### src/rtl/instr_encode_pkg.sv
// Shared definitions for the instruction encoder and its matching decoder:
// opcode constants, the fmt field encoding, the encoder FSM state type and
// an immediate range helper.
package instr_encode_pkg;

    // Opcodes shared by encoder and decoder
    localparam logic [6:0] OPC_R = 7'b0110011;
    localparam logic [6:0] OPC_I = 7'b0000011;
    localparam logic [6:0] OPC_S = 7'b0100011;
    localparam logic [6:0] OPC_B = 7'b1100011;
    localparam logic [6:0] OPC_U = 7'b0000111;
    localparam logic [6:0] OPC_J = 7'b1101111;

    // fmt input encoding; codes 6 and 7 are invalid
    typedef enum logic [2:0] {
        FMT_R = 3'd0,
        FMT_I = 3'd1,
        FMT_S = 3'd2,
        FMT_B = 3'd3,
        FMT_U = 3'd4,
        FMT_J = 3'd5
    } fmt_e;

    // Program-load FSM states
    typedef enum logic [1:0] {
        ST_IDLE  = 2'd0,
        ST_LOAD  = 2'd1,
        ST_DRAIN = 2'd2,
        ST_DONE  = 2'd3
    } state_e;

    // Number of encoded words held between acceptance and the imem write
    localparam int FIFO_DEPTH = 2;

    // True when v is the sign extension of its low 'bits' bits
    function automatic logic fits_signed(input logic [31:0] v, input int bits);
        logic [31:0] hi;
        hi = 32'($signed(v) >>> (bits - 1));
        return (hi == 32'h0000_0000) || (hi == 32'hFFFF_FFFF);
    endfunction

endpackage

### src/rtl/instr_pack.sv
// Combinational field-to-word packer. Builds a 32-bit instruction word from
// the field bundle and flags an invalid fmt. With IMM_RANGE_CHECK_EN defined
// it also flags immediates that do not fit the chosen format; the word is
// still produced from the truncated immediate either way.
module instr_pack
    import instr_encode_pkg::*;
(
    input  logic [2:0]  fmt_i,
    input  logic [4:0]  rd_i,
    input  logic [4:0]  rs1_i,
    input  logic [4:0]  rs2_i,
    input  logic [2:0]  funct3_i,
    input  logic [6:0]  funct7_i,
    input  logic [31:0] imm_i,
    output logic [31:0] word_o,
    output logic        err_o
);

    logic fmt_err;
    logic range_err;

    // Field packing per format; invalid fmt produces an all-zero word
    always_comb begin
        word_o  = 32'h0000_0000;
        fmt_err = 1'b0;
        case (fmt_i)
            FMT_R: word_o = {funct7_i, rs2_i, rs1_i, funct3_i, rd_i, OPC_R};
            FMT_I: word_o = {imm_i[11:0], rs1_i, funct3_i, rd_i, OPC_I};
            FMT_S: word_o = {imm_i[11:5], rs2_i, rs1_i, funct3_i, imm_i[4:0], OPC_S};
            FMT_B: word_o = {imm_i[12], imm_i[10:5], rs2_i, rs1_i, funct3_i,
                             imm_i[4:1], imm_i[11], OPC_B};
            FMT_U: word_o = {imm_i[31:12], rd_i, OPC_U};
            FMT_J: word_o = {imm_i[20], imm_i[10:1], imm_i[11], imm_i[19:12],
                             rd_i, OPC_J};
            default: fmt_err = 1'b1;
        endcase
    end

`ifdef IMM_RANGE_CHECK_EN
    // Flag immediates that lose information when truncated into the word
    always_comb begin
        range_err = 1'b0;
        case (fmt_i)
            FMT_I, FMT_S: range_err = !fits_signed(imm_i, 12);
            FMT_B:        range_err = !fits_signed(imm_i, 13) || imm_i[0];
            FMT_J:        range_err = !fits_signed(imm_i, 21) || imm_i[0];
            FMT_U:        range_err = (imm_i[11:0] != 12'h000);
            default:      range_err = 1'b0;
        endcase
    end
`else
    // Immediates are truncated silently
    assign range_err = 1'b0;
`endif

    assign err_o = fmt_err | range_err;

endmodule

### src/rtl/instr_encode.sv
// Instruction encoder: accepts field bundles over a valid/ready handshake,
// packs them into 32-bit words, buffers them in a 2-entry FIFO and writes
// them to consecutive imem word addresses starting from 0.
// Optional feature: define IMM_RANGE_CHECK_EN to flag out-of-range immediates.
module instr_encode
    import instr_encode_pkg::*;
#(
    parameter int ADDR_W = 8
) (
    input  logic              clk,
    input  logic              rst,
    input  logic              start,
    input  logic              in_valid,
    output logic              in_ready,
    input  logic              in_last,
    input  logic [2:0]        fmt,
    input  logic [4:0]        rd,
    input  logic [4:0]        rs1,
    input  logic [4:0]        rs2,
    input  logic [2:0]        funct3,
    input  logic [6:0]        funct7,
    input  logic [31:0]       imm,
    output logic              imem_we,
    output logic [ADDR_W-1:0] imem_addr,
    output logic [31:0]       imem_wdata,
    input  logic              imem_ready,
    output logic              busy,
    output logic              done,
    output logic [ADDR_W:0]   count,
    output logic              err,
    output logic              ovf
);

    localparam int              DEPTH     = 2 ** ADDR_W;
    localparam logic [ADDR_W:0] COUNT_MAX = (ADDR_W + 1)'(DEPTH);
    localparam logic [ADDR_W-1:0] ADDR_LAST = ADDR_W'(DEPTH - 1);
    localparam logic [1:0]      FILL_FULL = 2'(FIFO_DEPTH);

    state_e            state_q, state_d;
    logic [ADDR_W-1:0] addr_q;
    logic [ADDR_W:0]   count_q;
    logic              err_q;
    logic              ovf_q;

    logic [31:0]       mem_q [FIFO_DEPTH];
    logic              rd_ptr_q;
    logic              wr_ptr_q;
    logic [1:0]        fill_q;

    logic [31:0]       pack_word;
    logic              pack_err;
    logic              accept;
    logic              pop;

    instr_pack u_pack (
        .fmt_i    (fmt),
        .rd_i     (rd),
        .rs1_i    (rs1),
        .rs2_i    (rs2),
        .funct3_i (funct3),
        .funct7_i (funct7),
        .imm_i    (imm),
        .word_o   (pack_word),
        .err_o    (pack_err)
    );

    // A start pulse flushes the buffer, so a bundle offered in that same
    // cycle is dropped rather than pushed into the freshly cleared FIFO.
    assign in_ready = (state_q == ST_LOAD) && (fill_q < FILL_FULL);
    assign accept   = in_valid && in_ready && !start;
    assign imem_we  = (fill_q != 2'd0);
    assign pop      = imem_we && imem_ready && !start;

    // Next-state logic; start restarts a load from any state
    always_comb begin
        state_d = state_q;
        if (start) begin
            state_d = ST_LOAD;
        end else begin
            case (state_q)
                ST_IDLE:  state_d = ST_IDLE;
                ST_LOAD:  if (accept && in_last) state_d = ST_DRAIN;
                ST_DRAIN: if (fill_q == 2'd0) state_d = ST_DONE;
                ST_DONE:  state_d = ST_IDLE;
                default:  state_d = ST_IDLE;
            endcase
        end
    end

    // FSM state register
    always_ff @(posedge clk or posedge rst) begin
        if (rst) begin
            state_q <= ST_IDLE;
        end else begin
            state_q <= state_d;
        end
    end

    // FIFO storage; contents are only observed while fill is non-zero
    always_ff @(posedge clk) begin
        if (accept) begin
            mem_q[wr_ptr_q] <= pack_word;
        end
    end

    // FIFO pointers and fill; simultaneous push and pop keep fill constant
    always_ff @(posedge clk or posedge rst) begin
        if (rst) begin
            rd_ptr_q <= 1'b0;
            wr_ptr_q <= 1'b0;
            fill_q   <= 2'd0;
        end else if (start) begin
            rd_ptr_q <= 1'b0;
            wr_ptr_q <= 1'b0;
            fill_q   <= 2'd0;
        end else begin
            if (accept) wr_ptr_q <= ~wr_ptr_q;
            if (pop)    rd_ptr_q <= ~rd_ptr_q;
            case ({accept, pop})
                2'b10:   fill_q <= fill_q + 2'd1;
                2'b01:   fill_q <= fill_q - 2'd1;
                default: fill_q <= fill_q;
            endcase
        end
    end

    // Write address, word count and overflow advance on each completed write
    always_ff @(posedge clk or posedge rst) begin
        if (rst) begin
            addr_q  <= '0;
            count_q <= '0;
            ovf_q   <= 1'b0;
        end else if (start) begin
            addr_q  <= '0;
            count_q <= '0;
            ovf_q   <= 1'b0;
        end else if (pop) begin
            addr_q <= addr_q + 1'b1;
            if (addr_q == ADDR_LAST) ovf_q <= 1'b1;
            if (count_q != COUNT_MAX) count_q <= count_q + 1'b1;
        end
    end

    // Sticky error, raised when a flagged bundle is accepted
    always_ff @(posedge clk or posedge rst) begin
        if (rst) begin
            err_q <= 1'b0;
        end else if (start) begin
            err_q <= 1'b0;
        end else if (accept && pack_err) begin
            err_q <= 1'b1;
        end
    end

    assign imem_addr  = addr_q;
    assign imem_wdata = imem_we ? mem_q[rd_ptr_q] : 32'h0000_0000;
    assign busy       = (state_q == ST_LOAD) || (state_q == ST_DRAIN);
    assign done       = (state_q == ST_DONE);
    assign count      = count_q;
    assign err        = err_q;
    assign ovf        = ovf_q;

endmodule

### config.mk
export PLATFORM = sky130hd
export DESIGN_NAME = instr_encode
export DESIGN_NICKNAME = d
export VERILOG_FILES = /design/src/rtl/instr_encode_pkg.sv /design/src/rtl/instr_pack.sv /design/src/rtl/instr_encode.sv
export SDC_FILE = /design/constraint.sdc
export NUM_CORES = 1
export LEC_CHECK = 0
export BUFFER_PORTS_ARGS = -buffer_cell sky130_fd_sc_hd__buf_2
export CORE_MARGIN = 10
export CORE_UTILIZATION = 44
export DETAILED_ROUTE_END_ITERATION = 8
export HOLD_SLACK_MARGIN = 0.05
export MAX_ROUTING_LAYER = met4
export PLACE_DENSITY = 0.68
export SYNTH_ARGS = -nofsm -noshare
export SYNTH_HDL_FRONTEND = slang
export SYNTH_SLANG_ARGS = --single-unit
### constraint.sdc
create_clock -name clk -period 4 [get_ports clk]
set_input_delay 0.4 -clock clk [delete_from_list [all_inputs] [get_ports clk]]
set_output_delay 0.4 -clock clk [all_outputs]
set_load 0.02 [all_outputs]
-- Yosys cells after proc, flatten, opt, wreduce, memory -nomap -nowiden
Memory sizes are Yosys's and may differ from the RTL's.
Cells that the tools add are included.
- flip-flop bits (word level): 25
- logic and storage cells: 79
- bits of input ports: 66
- output and inout bits: 55
- bits in writable memories: 64
- memories: 1
- memories (name ; depth ; bits a word ; rd ports ; clocked after Yosys merged registers in ; write ports ; line ; text):
    mem_q ; 2 ; 32 ; 1 ; 0 ; 1 ; instr_encode.sv:45 ; logic [31:0] mem_q [FIFO_DEPTH];
- $add $sub $neg: 4
- muxes and demuxes: 25
- magnitude comparators: 1
- equal/unequal tests: 14
- bitwise operators: 2
- reduce and logical (&&, ||, !) cells: 24
- operators by type and width (kind ; number):
    one-hot mux 32 bit (6 select lines) ; 1
    two-way mux 32 bit ; 1
    two-way mux 9 bit ; 3
    two-way mux 8 bit ; 2
    two-way mux 1 bit ; 12
    nonzero test 2 bit ; 6
    adder 9 x 1 -> 9 bit, second input constant ; 1
    inequality test 9 bit, second input constant ; 1
    adder 8 x 1 -> 8 bit, second input constant ; 1
    == test 8 bit, second input constant ; 1
    two-way mux 2 bit ; 4
    logical AND 1 bit ; 7
    == test 2 bit, second input constant ; 3
    == test 3 x 2 -> 1 bit, second input constant ; 2
    == test 3 bit, second input constant ; 2
    one-hot mux 2 bit (3 select lines) ; 1
    AND reduction 2 bit ; 3
    OR reduction 6 bit ; 1
    == test 2 x 1 -> 1 bit, second input constant ; 2
    zero test 2 bit ; 2
    one-hot mux 2 bit (2 select lines) ; 1
    == test 3 x 1 -> 1 bit, second input constant ; 1
    zero test 3 bit ; 1
    inequality test 3 x 2 -> 1 bit, second input constant ; 1
    9 further kinds ; 10

-- Depth between registers and ports, before layout
Gate-level depths: netlist of the first run.
- depth after elaboration: 8
- gate-level depth with buffers: 5
- gate-level depth less buffers: 5

-- Modules after synthesis
From an unflattened synthesis of the first run, not the netlist that was laid out.
- cells, all modules: 383
- area total of the unflattened synthesis: 4403.0 um^2
- modules (own cells, without submodules) (module ; times used ; seq. area each (um^2) ; cells an instance ; area an instance (um^2)):
    instr_encode ; 1 ; 2547.4 ; 283 ; 3809.9
    instr_pack ; 1 ; 0.0 ; 100 ; 593.1

-- Worst setup path after synthesis of the first run
OpenSTA, ideal clock, no wires.
- kind: reg-to-reg
- start point: register state_q[1]
- end point: memory mem_q[1][10] (enable)
- path buffers: 0
- setup slack: 0.305 ns
- required time: 3.536 ns
- period minus slack after synthesis: 3.695 ns
- cell stages (with the launch flop): 5
- arrival: 3.230 ns
- library setup time: 0.464 ns
- cell sequence: dfrtp_1 > inv_1 > ha_1 > nand3b_1 > nor3b_1
- cells in the longest elaborated chain, start to end: 6
- RTL lines (what ; line ; text):
    from (decl) ; instr_encode.sv:39 ; state_e state_q, state_d;
    from (signal assigned) ; instr_encode.sv:95 ; state_q <= state_d;
    == test 2 x 1 -> 1 bit ; instr_encode.sv:69 ; assign in_ready = (state_q == ST_LOAD) && (fill_q < FILL_FULL);
    logical AND 1 bit ; instr_encode.sv:69 ;
    logical AND 1 bit (2 in series) ; instr_encode.sv:70 ; assign accept = in_valid && in_ready && !start;
    two-way mux 1 bit ; instr_encode.sv:101 ; if (accept) begin
    two-way mux 1 bit (not written as such) ; instr_encode.sv:102 ; mem_q[wr_ptr_q] <= pack_word;
    to (decl) ; instr_encode.sv:45 ;
No other way between the ends.

-- Worst setup path after layout of the first run
- start point: register rd_ptr_q
- end point: output imem_wdata[31]
- cells in the longest elaborated chain, start to end: 2
- RTL lines (what ; line ; text):
    from (decl) ; instr_encode.sv:46 ; logic rd_ptr_q;
    from (signal assigned) ; instr_encode.sv:118 ; if (pop) rd_ptr_q <= ~rd_ptr_q;
    memory (2 x 32 bit) ; -- ;
    two-way mux 32 bit ; instr_encode.sv:156 ; assign imem_wdata = imem_we ? mem_q[rd_ptr_q] : 32'h0000_0000;
    to (decl) ; instr_encode.sv:25 ; output logic [31:0] imem_wdata,
No other way between the ends.

==> load_flow_metrics.sql, run 1 <==
INSERT INTO impl_metrics (metric_group, metric, value, unit) VALUES
('timing', 'final_min_period_over_clock_period', '58.7', '%'),
('route', 'vias_per_cell', '5.20', ''),
('grt', 'total_global_route_track_usage', '14.5', '%'),
('yosys', 'async_flop_share', '28.7', '%'),
('yosys', 'synth.ff_latch_count', '87', ''),
('placement', 'dp_slack', '1.99', 'ns'),
('timing', 'maxSlewViolCount', '0', ''),
('floorplan', 'fp.dieArea', '14200', 'um2'),
('placement', 'globalplace.congestion', '0.817', ''),
('clock_network', 'clock_tree.buffer_depth', '2', ''),
('placement', 'port_buffers', '120', ''),
('floorplan', 'die_height', '119', 'um'),
('grt', 'vias_in_the_first_global_route', '3416', ''),
('final_layout', 'nNetsFinal', '561', ''),
('floorplan', 'boundaryPins', '121', ''),
('yosys', 'synth_area_leaders', 'edfxtp_1 (43%), dfrtp_1 (14%), mux2i_1 (9.2%)', ''),
('yosys', 'synth_top_cells_by_count', 'edfxtp_1 (62), nor2_1 (44), mux2i_1 (40)', ''),
('floorplan', 'placementRows', '36', ''),
('final_layout', 'drive_above_1_share', '30.8', '%'),
('final_layout', 'diodes', '0', ''),
('clock_network', 'ctsRootBufferMaster', 'clkbuf_8', ''),
('yosys', 'yosysTopAreaCell', 'edfxtp_1', ''),
('route', 'first_iter_violations', '168', ''),
('timing', 'worst_pin_slew', '0.951', 'ns'),
('power', 'ir_worst_vdd', '0.000247', 'V'),
('worst_setup_path', 'cp_data_required_time', '3.60', 'ns'),
('yosys', 'synthesis.area', '4340', 'um2'),
('route', 'detail_route.drc_violations', '0', ''),
('yosys', 'synth_top_area_share', '42.9', '%'),
('grt', 'grt_pass1_wl', '16500', 'um'),
('yosys', 'synth_edf_count', '62', ''),
('clock_network', 'cts.repair.resized', '0', ''),
('timing', 'relSlewSlack', '36.6', '%'),
('power', 'internal-power', '0.00166', 'W'),
('yosys', 'synthesis.instances', '378', ''),
('floorplan', 'start_util', '44.8', '%'),
('clock_network', 'cts_hold_fix_bufs', '0', ''),
('worst_setup_path', 'worstSetupEndpointType', 'output port', ''),
('route', 'firstDrtPassIters', '4', ''),
('timing', 'final.setup_skew', '0.00871', 'ns'),
('final_layout', 'n_fill_cell', '876', ''),
('route', 'drt.antenna.violating_nets', '0', ''),
('worst_setup_path', 'r2r_start', 'state_q[1]', ''),
('power', 'pwr-share-comb', '30.6', '%'),
('timing', 'final-setup-viol-count', '0', ''),
('clock_network', 'h-tree-depth', '3', ''),
('worst_setup_path', 'critical_path_fanouts_max', '32', ''),
('timing', 'setup_ws', '1.65', 'ns'),
('power', 'switchingPower', '0.000896', 'W'),
('yosys', 'post_synth_num_cell_types', '49', ''),
('status', 'status', 'finished, final reports clean', ''),
('yosys', 'yosysMostFrequentCell', 'edfxtp_1', ''),
('grt', 'grt_start_max_net_pins', '36', ''),
('clock_network', 'tritoncts.num_buffers', '9', ''),
('timing', 'unrepaired_setup_endpoints_after_global_routing', 'false', ''),
('timing', 'finalHoldViolations', '0', ''),
('power', 'power.static_leakage', '2.21', 'nW'),
('floorplan', 'core_box_area', '9680', 'um2'),
('yosys', 'synthFlopType', 'edfxtp_1', ''),
('worst_setup_path', 'crit_arrival', '1.95', 'ns'),
('yosys', 'synth-seq-area-share', '57.3', '%'),
('timing', 'fmax', '426', 'MHz'),
('route', 'total_number_of_vias', '3258', ''),
('route', 'postRouteWirelength', '10200', 'um'),
('placement', 'dp.final_hpwl', '7390', 'um'),
('power', 'sequential_power_share', '45.3', '%'),
('power', 'share_clk_of_total_power', '24.1', '%'),
('grt', 'overflow', '0', ''),
('job', 'max-cap-violations', '0', ''),
('yosys', 'post_synthesis_net_count', '451', ''),
('route', 'route.detailed.wl_per_inst', '16.3', 'um');
cell families after synthesis:
| kind of cell | after synthesis | share of synthesized area (%) |
|---|---|---|
| adders and majority gates | 7 | 2.02 |
| muxes | 45 | 10.5 |
| AOI/OAI and AO/OA | 76 | 11.6 |
| and+or+nand+nor | 114 | 12.6 |
| xor gates and xnor gates | 6 | 1.53 |
| buffers and inverters | 43 | 4.52 |
| DFF | 87 | 57.3 |
state kept, by name, indices dropped and copies added (netlist names):
signal,flops
ovf,1
wr_ptr_q,1
count,9
err,1
state_q,2
imem_addr,8
mem_q,62
rd_ptr_q,1
fill_q,2
power by group through the flow:
stage               clock network (W)  registers (W)  logic [W]
floorplan                           0        0.00113   0.000590
global placement                    0        0.00117   0.000784
detailed placement                  0        0.00118   0.000796
CTS                          0.000635        0.00116   0.000798
global route                 0.000672        0.00117   0.000857
finish                       0.000614        0.00116   0.000782
final timing paths:
check / to / slack, ns
min in group clk: mem_q[1][14] / 0.38
hold reg to reg: ovf / 0.49
setup reg to reg: mem_q[1][3] / 1.99
hold / removal: count[7] / 0.25
max in group asynchronous: rd_ptr_q / 3.10
setup / recovery: imem_wdata[31] / 1.65
cell usage in the layout, fill, tap and decap left out, types with 2 or more instances in the layout:
| cell | synthesis | layout |
|---|---|---|
| nor3_1 | 3 | 2 |
| buf_2 | 10 | 120 |
| clkinvlp_4 | 0 | 2 |
| a22o_1 | 11 | 11 |
| nand2_1 | 27 | 27 |
| xnor2_1 | 3 | 3 |
| o21ai_0 | 23 | 23 |
| xor2_1 | 2 | 2 |
| buf_4 | 2 | 3 |
| o21a_1 | 6 | 6 |
| a21oi_1 | 14 | 14 |
| o31ai_1 | 5 | 5 |
| clkinv_4 | 0 | 2 |
| nand3_1 | 7 | 7 |
| or4_1 | 6 | 6 |
| inv_1 | 19 | 19 |
| edfxtp_1 | 62 | 62 |
| nor2b_1 | 9 | 9 |
| mux2_2 | 4 | 4 |
| o211ai_1 | 2 | 2 |
| o22ai_1 | 3 | 3 |
| mux2i_1 | 40 | 40 |
| nand4_1 | 3 | 3 |
| or3_1 | 4 | 4 |
| inv_6 | 0 | 2 |
| dfrtp_1 | 25 | 24 |
| ha_1 | 7 | 7 |
| clkbuf_8 | 0 | 9 |
| nor2_1 | 44 | 44 |
| a22oi_1 | 4 | 4 |
worst max-delay path, stage by stage (launching register included):
cell	delay (ns)
dfrtp_2	1.00
mux2i_1	0.34
nor2_1	0.06
buf_2	0.19
final cells by class:
class | instances | area, um2 | area share, %
well taps | 133 | 166 | 3.18
inverters | 19 | 71.3 | 1.36
multi-input cells | 248 | 1670 | 32.0
flip-flops and latches | 87 | 2490 | 47.6
clock buffers | 9 | 124 | 2.37
clock inverters | 7 | 80.1 | 1.53
repair buffers | 123 | 623 | 11.9
metrics by stage:
step | total power [W] | instances | cell area (um2) | hold WS, ns | utilization [%]
final | 0.00255 | 626 | 5230 | 0.254 | 54.0
after CTS | 0.00259 | 626 | 5230 | 0.293 | 54.0
after detailed placement | 0.00197 | 610 | 5020 | 0.480 | 51.9
after global placement | 0.00196 | 610 | 5020 | 0.475 | 51.9
after floorplan | 0.00172 | 378 | 4340 | 0.427 | -
after global routing | 0.00270 | 626 | 5230 | 0.314 | 54.0
routing by layer:
| layer | global-route usage [%] | wire length, um | up-vias |
|---|---|---|---|
| li1 | - | - | 1589 |
| met1 | 17.6 | 4600 | 1559 |
| met2 | 23.7 | 5010 | 103 |
| met3 | 2.93 | 465 | 7 |
| met4 | 4.90 | 96 | 0 |
| met5 | - | 0 | - |
Note: power is estimated with default switching activity, not from simulation.
==> run 2: changes to the inputs <==
--- a/config.mk
+++ b/config.mk
@@ -5,13 +5,14 @@
 export SDC_FILE = /design/constraint.sdc
 export NUM_CORES = 1
 export LEC_CHECK = 0
+export ABC_AREA = 1
 export BUFFER_PORTS_ARGS = -buffer_cell sky130_fd_sc_hd__buf_2
 export CORE_MARGIN = 10
 export CORE_UTILIZATION = 44
 export DETAILED_ROUTE_END_ITERATION = 8
 export HOLD_SLACK_MARGIN = 0.05
 export MAX_ROUTING_LAYER = met4
-export PLACE_DENSITY = 0.68
+export PLACE_DENSITY = 0.71
 export SYNTH_ARGS = -nofsm -noshare
 export SYNTH_HDL_FRONTEND = slang
 export SYNTH_SLANG_ARGS = --single-unit
==> constraint.sdc (replaced) <==
create_clock -name clk -period 2.1 [get_ports clk]
set_input_delay 0.21 -clock clk [delete_from_list [all_inputs] [get_ports clk]]
set_output_delay 0.21 -clock clk [all_outputs]
set_load 0.02 [all_outputs]
==> load_flow_metrics.sql, run 2 <==
INSERT INTO impl_metrics (metric_group, metric, value, unit) VALUES
('timing', 'relSlewSlack', '67.0', '%'),
('final_layout', 'layout_common_cells', 'nand2_1 (178), buf_2 (120), edfxtp_1 (62)', ''),
('job', 'max-cap-violations', '0', ''),
('power', 'switchingPower', '0.00219', 'W'),
('route', 'postRouteWirelength', '10800', 'um'),
('yosys', 'synth_area_leaders', 'edfxtp_1 (43%), nand2_1 (15%), dfrtp_1 (14%)', ''),
('timing', 'unrepaired_setup_endpoints_after_global_routing', 'false', ''),
('yosys', 'synth-compound-area-share', '9.87', '%'),
('yosys', 'synthesis.instances', '481', ''),
('power', 'power.static_leakage', '2.46', 'nW'),
('final_layout', 'max_flop_register', 'mem_q', ''),
('floorplan', 'die_x', '119', 'um'),
('yosys', 'synth_top_cells_by_count', 'nand2_1 (178), edfxtp_1 (62), inv_1 (41)', ''),
('yosys', 'yosysWarnings', '0', ''),
('worst_setup_path', 'top_cell_family_by_delay_on_the_critical_path', 'buffers and inverters', ''),
('min_path', 'hp-class', 'in2reg', ''),
('timing', 'maxSlewViolCount', '0', ''),
('final_layout', 'nNetsFinal', '676', ''),
('floorplan', 'start_util', '44.6', '%'),
('final_layout', 'diodes', '0', ''),
('clock_network', 'clk_pin_slew', '0.09', 'ns'),
('grt', 'vias_in_the_first_global_route', '3838', ''),
('final_layout', 'area_growth_syn_to_layout', '22.1', '%'),
('placement', 'placed_cells', '724', ''),
('clock_network', 'tritoncts.num_buffers', '9', ''),
('placement', 'port_buffers', '120', ''),
('grt', 'total_global_route_track_usage', '15.5', '%'),
('worst_setup_path', 'cp_data_required_time', '1.89', 'ns'),
('grt', 'grt_pass1_wl', '17600', 'um'),
('clock_network', 'ctsRootBufferMaster', 'clkbuf_8', ''),
('yosys', 'adder_and_majority_cell_fraction_of_the_synthesized_area', '2.03', '%'),
('clock_network', 'cts_num_sinks', '87', ''),
('final_layout', 'mostFrequentLayoutCell', 'nand2_1', ''),
('power', 'pwr_density_cell', '1000', 'nW/um2'),
('power', 'sequential_power_share', '41.0', '%'),
('yosys', 'yosysTopAreaCell', 'edfxtp_1', ''),
('route', 'first_iter_violations', '339', ''),
('yosys', 'synth.ff_latch_count', '87', ''),
('grt', 'grtUsageMet3', '4.58', '%'),
('final_layout', 'layout.cells.non_filler', '741', ''),
('clock_network', 'cts_hold_fix_bufs', '1', ''),
('worst_setup_path', 'critical_path.cell_chain', 'nor2_4, buf_4, a21oi_1, buf_2', ''),
('clock_network', 'clock_tree_from_tritoncts', 'yes', ''),
('worst_setup_path', 'startpoint_type', 'flip-flop', ''),
('route', 'drt.antenna.violating_nets', '0', ''),
('route', 'total_number_of_vias', '3676', ''),
('floorplan', 'placementRows', '36', ''),
('yosys', 'yosysMostFrequentCell', 'nand2_1', ''),
('grt', 'overflow', '0', ''),
('power', 'pwr-share-comb', '39.6', '%'),
('worst_setup_path', 'worstSetupEndpointType', 'output port', ''),
('worst_setup_path', 'type_of_the_setup_path_with_the_least_slack', 'reg2out', ''),
('clock_network', 'clock_tree.buffer_depth', '2', ''),
('clock_network', 'clock_insertion_delay_worst_skew', '0.35', 'ns'),
('route', 'vias_per_cell', '4.96', ''),
('yosys', 'post_synthesis_net_count', '554', ''),
('floorplan', 'die_height', '119', 'um'),
('grt', 'grt_start_max_net_pins', '34', ''),
('power', 'swShare', '41.3', '%'),
('yosys', 'synth_top_family_by_area', 'simple AND/OR/NAND/NOR gates', ''),
('timing', 'period_needed', '1.93', 'ns'),
('worst_setup_path', 'worst-path-buf-inv', '2', ''),
('power', 'power.total', '0.00529', 'W'),
('yosys', 'synthesis.area', '4320', 'um2'),
('clock_network', 'h-tree-depth', '3', ''),
('placement', 'dp_slack', '0.347', 'ns'),
('worst_setup_path', 'critical_path.max_stage_delay', '0.45', 'ns'),
('grt', 'grt_util_met1', '17.9', '%'),
('yosys', 'post_synth_num_cell_types', '31', ''),
('floorplan', 'fp.dieArea', '14200', 'um2'),
('power', 'ir_worst_vdd', '0.000513', 'V'),
('timing', 'fmax', '518', 'MHz'),
('placement', 'dp.final_hpwl', '8000', 'um'),
('clock_network', 'cts.repair.resized', '0', ''),
('timing', 'final-setup-viol-count', '0', ''),
('timing', 'final.setup_skew', '0.0107', 'ns'),
('timing', 'final_min_period_over_clock_period', '91.9', '%'),
('yosys', 'synth-seq-area-share', '57.6', '%'),
('floorplan', 'boundaryPins', '121', ''),
('final_layout', 'fin_util', '54.5', '%'),
('timing', 'tns', '0', 'ns'),
('yosys', 'synthesis.area_per_instance', '8.98', 'um2'),
('timing', 'finalHoldViolations', '0', ''),
('power', 'internal-power', '0.00311', 'W'),
('placement', 'globalplace.congestion', '0.892', ''),
('timing', 'worst_pin_slew', '0.494', 'ns'),
('yosys', 'synth_edf_count', '62', ''),
('yosys', 'muxShareOfSynthArea', '0', '%'),
('worst_setup_path', 'crit_arrival', '1.72', 'ns'),
('yosys', 'synth_top_area_share', '43.1', '%'),
('final_layout', 'number_of_flip_flops_under_the_largest_register_name', '62', ''),
('grt', 'grt_util_met2', '25.7', '%'),
('yosys', 'synth-simple-area-share', '24.7', '%'),
('final_layout', 'drive_above_1_share', '25.8', '%'),
('grt', 'grt.busiest_layer', 'met2', ''),
('yosys', 'async_flop_share', '28.7', '%'),
('worst_setup_path', 'critical_path.slowest_cell', 'dfrtp_1', ''),
('floorplan', 'core_box_area', '9680', 'um2'),
('grt', 'number_of_antenna_violations_at_the_first_check_in_global_routing', '0', ''),
('status', 'status', 'finished, final reports clean', ''),
('power', 'share_clk_of_total_power', '19.4', '%'),
('clock_network', 'cts_setup_buffers', '0', ''),
('route', 'detail_route.drc_violations', '0', ''),
('route', 'firstDrtPassIters', '4', ''),
('timing', 'setup_ws', '0.169', 'ns'),
('yosys', 'xor_and_xnor_fraction_of_the_mapped_netlist_area', '0', '%'),
('yosys', 'synthFlopType', 'edfxtp_1', ''),
('route', 'route.detailed.wl_per_inst', '14.6', 'um'),
('worst_setup_path', 'critical_path_fanouts_max', '27', '');
-- run 2: changes by cell type after synthesis, moves of 5 or more --
cell	change
a21oi_1	+19
buf_2	-5
inv_1	+22
mux2i_1	-40
nand2_1	+151
nand3_1	+27
nor2_1	-25
nor2b_1	-9
o21a_1	-6
o21ai_1	+6
o31ai_1	-5
or4_1	-6
-- run 2: worst register-to-register path, stage by stage, from the launching register on --
cell and delay, ns:
dfrtp_1 0.44, inv_1 0.08, ha_1 0.15, nand3_1 0.14, nor2_1 0.21, inv_1 0.12
nor2_4 0.12, buf_12 0.21
-- run 2: power groups by stage --
stage	clock network, W	logic (W)	registers, W
5_1_grt	0.00113	0.00233	0.00219
2_1_floorplan	0	0.00133	0.00224
3_3_place_gp	0	0.00210	0.00220
6_report	0.00103	0.00210	0.00217
3_5_place_dp	0	0.00213	0.00221
4_1_cts	0.00106	0.00214	0.00217
-- run 2: worst paths after layout --
path	to	cells past startpoint	start	slack, ns
worst max register to register	mem_q[1][16]	7	state_q[1]	0.32
min in group asynchronous	ovf	4	rst	0.44
worst min-delay path	mem_q[0][27]	3	imm[27]	0.16
worst max-delay path	imem_wdata[13]	4	fill_q[1]	0.17
max in group asynchronous	count[3]	4	rst	1.39
worst min register to register	ovf	2	ovf	0.47
-- run 2: cells by family after synthesis --
kind of cell | after synthesis
compound gates | 74
fa+ha+maj | 7
buf+inv | 63
flops | 87
simple gates | 250
-- run 2: final cells by class --
type	count	area (um2)
inverter	45	169
multi-input combinational	331	1590
clock inverter	6	43.8
sequential	87	2490
timing repair buffer	129	696
clock buffer	10	128
tap	133	166
fill	880	4410
-- run 2: metrics by stage --
stage	instance area (um2)	hold WS, ns
5_1_grt	5280	0.152
6_report	5280	0.156
2_1_floorplan	4330	0.237
3_5_place_dp	5100	0.286
4_1_cts	5280	0.138
3_3_place_gp	5100	0.282
-- run 2: routing by layer --
| layer | share of wire (%) | vias up |
|---|---|---|
| met4 | 1.3 | 0 |
| met1 | 46 | 1679 |
| met2 | 46 | 137 |
| met3 | 6.5 | 14 |
| li1 | - | 1846 |
| met5 | 0 | - |
==> run 3: changes to the inputs <==
--- a/config.mk
+++ b/config.mk
@@ -5,7 +5,6 @@
 export SDC_FILE = /design/constraint.sdc
 export NUM_CORES = 1
 export LEC_CHECK = 0
-export ABC_AREA = 1
 export BUFFER_PORTS_ARGS = -buffer_cell sky130_fd_sc_hd__buf_2
 export CORE_MARGIN = 10
 export CORE_UTILIZATION = 44
==> load_flow_metrics.sql, run 3 (synthesis gave the netlist of run 1 again) <==
INSERT INTO impl_metrics (metric_group, metric, value, unit) VALUES
('status', 'status', 'finished, final reports clean', ''),
('clock_network', 'tritoncts.num_buffers', '9', ''),
('timing', 'setup_ws', '0.209', 'ns'),
('timing', 'period_needed', '1.89', 'ns'),
('placement', 'dp_slack', '0.307', 'ns'),
('power', 'sequential_power_share', '42.7', '%'),
('worst_setup_path', 'critical_path_fanouts_max', '24', ''),
('placement', 'dp.final_hpwl', '7790', 'um'),
('power', 'pwr_density_cell', '936', 'nW/um2'),
('route', 'drt.antenna.violating_nets', '0', ''),
('min_path', 'hp-class', 'in2reg', ''),
('power', 'power.static_leakage', '2.28', 'nW'),
('route', 'route.detailed.wl_per_inst', '16.6', 'um'),
('worst_setup_path', 'startpoint_type', 'flip-flop', ''),
('timing', 'relSlewSlack', '41.4', '%'),
('power', 'share_clk_of_total_power', '23.9', '%'),
('floorplan', 'boundaryPins', '121', ''),
('final_layout', 'nNetsFinal', '570', ''),
('route', 'first_iter_violations', '226', ''),
('worst_setup_path', 'type_of_the_setup_path_with_the_least_slack', 'reg2out', ''),
('grt', 'overflow', '0', ''),
('power', 'internal-power', '0.00324', 'W'),
('timing', 'final.setup_skew', '0.0107', 'ns'),
('final_layout', 'layout_common_cells', 'buf_2 (120), edfxtp_1 (62), nor2_1 (44)', ''),
('timing', 'maxSlewViolCount', '0', ''),
('route', 'total_number_of_vias', '3337', ''),
('power', 'swShare', '35.4', '%'),
('final_layout', 'fin_util', '55.5', '%'),
('final_layout', 'diodes', '0', ''),
('worst_setup_path', 'critical_path.max_stage_delay', '0.50', 'ns'),
('floorplan', 'die_height', '119', 'um'),
('clock_network', 'cts_hold_fix_bufs', '1', ''),
('worst_setup_path', 'cp_data_required_time', '1.89', 'ns'),
('clock_network', 'h-tree-depth', '3', ''),
('floorplan', 'placementRows', '36', ''),
('placement', 'port_buffers', '120', ''),
('power', 'pwr-share-comb', '33.5', '%'),
('worst_setup_path', 'top_cell_family_by_delay_on_the_critical_path', 'flip-flops', ''),
('placement', 'globalplace.congestion', '0.778', ''),
('floorplan', 'fp.dieArea', '14200', 'um2'),
('timing', 'fmax', '529', 'MHz'),
('timing', 'finalHoldViolations', '0', ''),
('grt', 'grt_pass1_wl', '17400', 'um'),
('grt', 'grt_start_max_net_pins', '33', ''),
('worst_setup_path', 'critical_path.cell_chain', 'nor2_4, buf_12, nor2_1, buf_2', ''),
('grt', 'number_of_antenna_violations_at_the_first_check_in_global_routing', '0', ''),
('clock_network', 'clk_pin_slew', '0.09', 'ns'),
('timing', 'final_min_period_over_clock_period', '90.1', '%'),
('clock_network', 'clock_insertion_delay_worst_skew', '0.36', 'ns'),
('floorplan', 'core_box_area', '9680', 'um2'),
('worst_setup_path', 'critical_path.slowest_cell', 'dfrtp_1', ''),
('clock_network', 'cts_num_sinks', '87', ''),
('clock_network', 'cts_setup_buffers', '0', ''),
('clock_network', 'clock_tree_from_tritoncts', 'yes', ''),
('route', 'detail_route.drc_violations', '0', ''),
('timing', 'worst_pin_slew', '0.876', 'ns'),
('route', 'postRouteWirelength', '10500', 'um'),
('worst_setup_path', 'worst-path-buf-inv', '2', ''),
('timing', 'unrepaired_setup_endpoints_after_global_routing', 'false', ''),
('job', 'max-cap-violations', '0', ''),
('floorplan', 'die_x', '119', 'um'),
('clock_network', 'ctsRootBufferMaster', 'clkbuf_8', ''),
('timing', 'final-setup-viol-count', '0', ''),
('grt', 'vias_in_the_first_global_route', '3539', ''),
('worst_setup_path', 'crit_arrival', '1.68', 'ns'),
('route', 'firstDrtPassIters', '4', ''),
('clock_network', 'cts.repair.resized', '0', ''),
('worst_setup_path', 'worstSetupEndpointType', 'output port', ''),
('power', 'ir_worst_vdd', '0.000416', 'V'),
('final_layout', 'mostFrequentLayoutCell', 'buf_2', ''),
('timing', 'tns', '0', 'ns'),
('power', 'switchingPower', '0.00178', 'W'),
('final_layout', 'number_of_flip_flops_under_the_largest_register_name', '62', ''),
('floorplan', 'start_util', '44.8', '%'),
('final_layout', 'area_growth_syn_to_layout', '23.7', '%'),
('clock_network', 'clock_tree.buffer_depth', '2', ''),
('final_layout', 'max_flop_register', 'mem_q', ''),
('grt', 'total_global_route_track_usage', '15.3', '%'),
('final_layout', 'drive_above_1_share', '32.3', '%'),
('route', 'vias_per_cell', '5.26', '');
[run 3: changes by cell type in the layout (fill, tap and decap cells not counted), moves of 5 or more]
cell     delta
a21oi_1    -19
inv_1      -23
mux2i_1    +40
nand2_1   -151
nand3_1    -27
nor2_1     +26
nor2b_1     +9
o21a_1      +6
o21ai_1     -6
o31ai_1     +5
or4_1       +6
[run 3: area by class of cell]
class / instances / area (um2)
multi-input combinational: 248 / 1700
clock inverter: 7 / 78.8
timing repair buffer: 132 / 743
inverter: 19 / 71.3
tap: 133 / 166
fill: 853 / 4310
sequential: 87 / 2490
clock buffer: 9 / 124
[run 3: path summary, 6_finish.rpt]
check | startpoint | depth (start not counted) | slack (ns) | to
hold / removal | imm[19] | 3 | 0.18 | mem_q[1][19]
setup / recovery | fill_q[0] | 4 | 0.21 | imem_wdata[6]
setup reg to reg | state_q[1] | 5 | 0.31 | mem_q[1][23]
max in group asynchronous | rst | 4 | 1.26 | state_q[0]
hold reg to reg | ovf | 1 | 0.50 | ovf
min in group asynchronous | rst | 3 | 0.34 | imem_addr[2]
[run 3: metal layers]
layer / vias up / part of all wire, % / track usage [%]
li1: 1607 / - / -
met1: 1606 / 44 / 18.3
met2: 105 / 49 / 24.7
met3: 19 / 5.2 / 3.64
met4: 0 / 1.9 / 5.81
met5: - / 0 / -
[run 3: tightest hold or removal path, cell delays in order]
cell and delay (ns):
buf_2 0.08, nand2_1 0.04, o21ai_0 0.09
[run 3: power by group through the flow]
stage,sequential [W],combinational (W),clock (W)
final,0.00214,0.00168,0.00120
after global placement,0.00217,0.00169,0
after global routing,0.00217,0.00184,0.00128
after CTS,0.00215,0.00172,0.00122
after detailed placement,0.00218,0.00171,0
after floorplan,0.00216,0.00115,0
[run 3: per-stage QoR]
step | cell area, um2 | std cells | total power (W) | hold slack, ns
floorplan | 4380 | 378 | 0.00331 | 0.237
global placement | 5160 | 618 | 0.00386 | 0.181
detailed placement | 5160 | 618 | 0.00390 | 0.195
CTS | 5370 | 635 | 0.00509 | 0.162
global route | 5370 | 635 | 0.00529 | 0.183
finish | 5370 | 635 | 0.00503 | 0.178
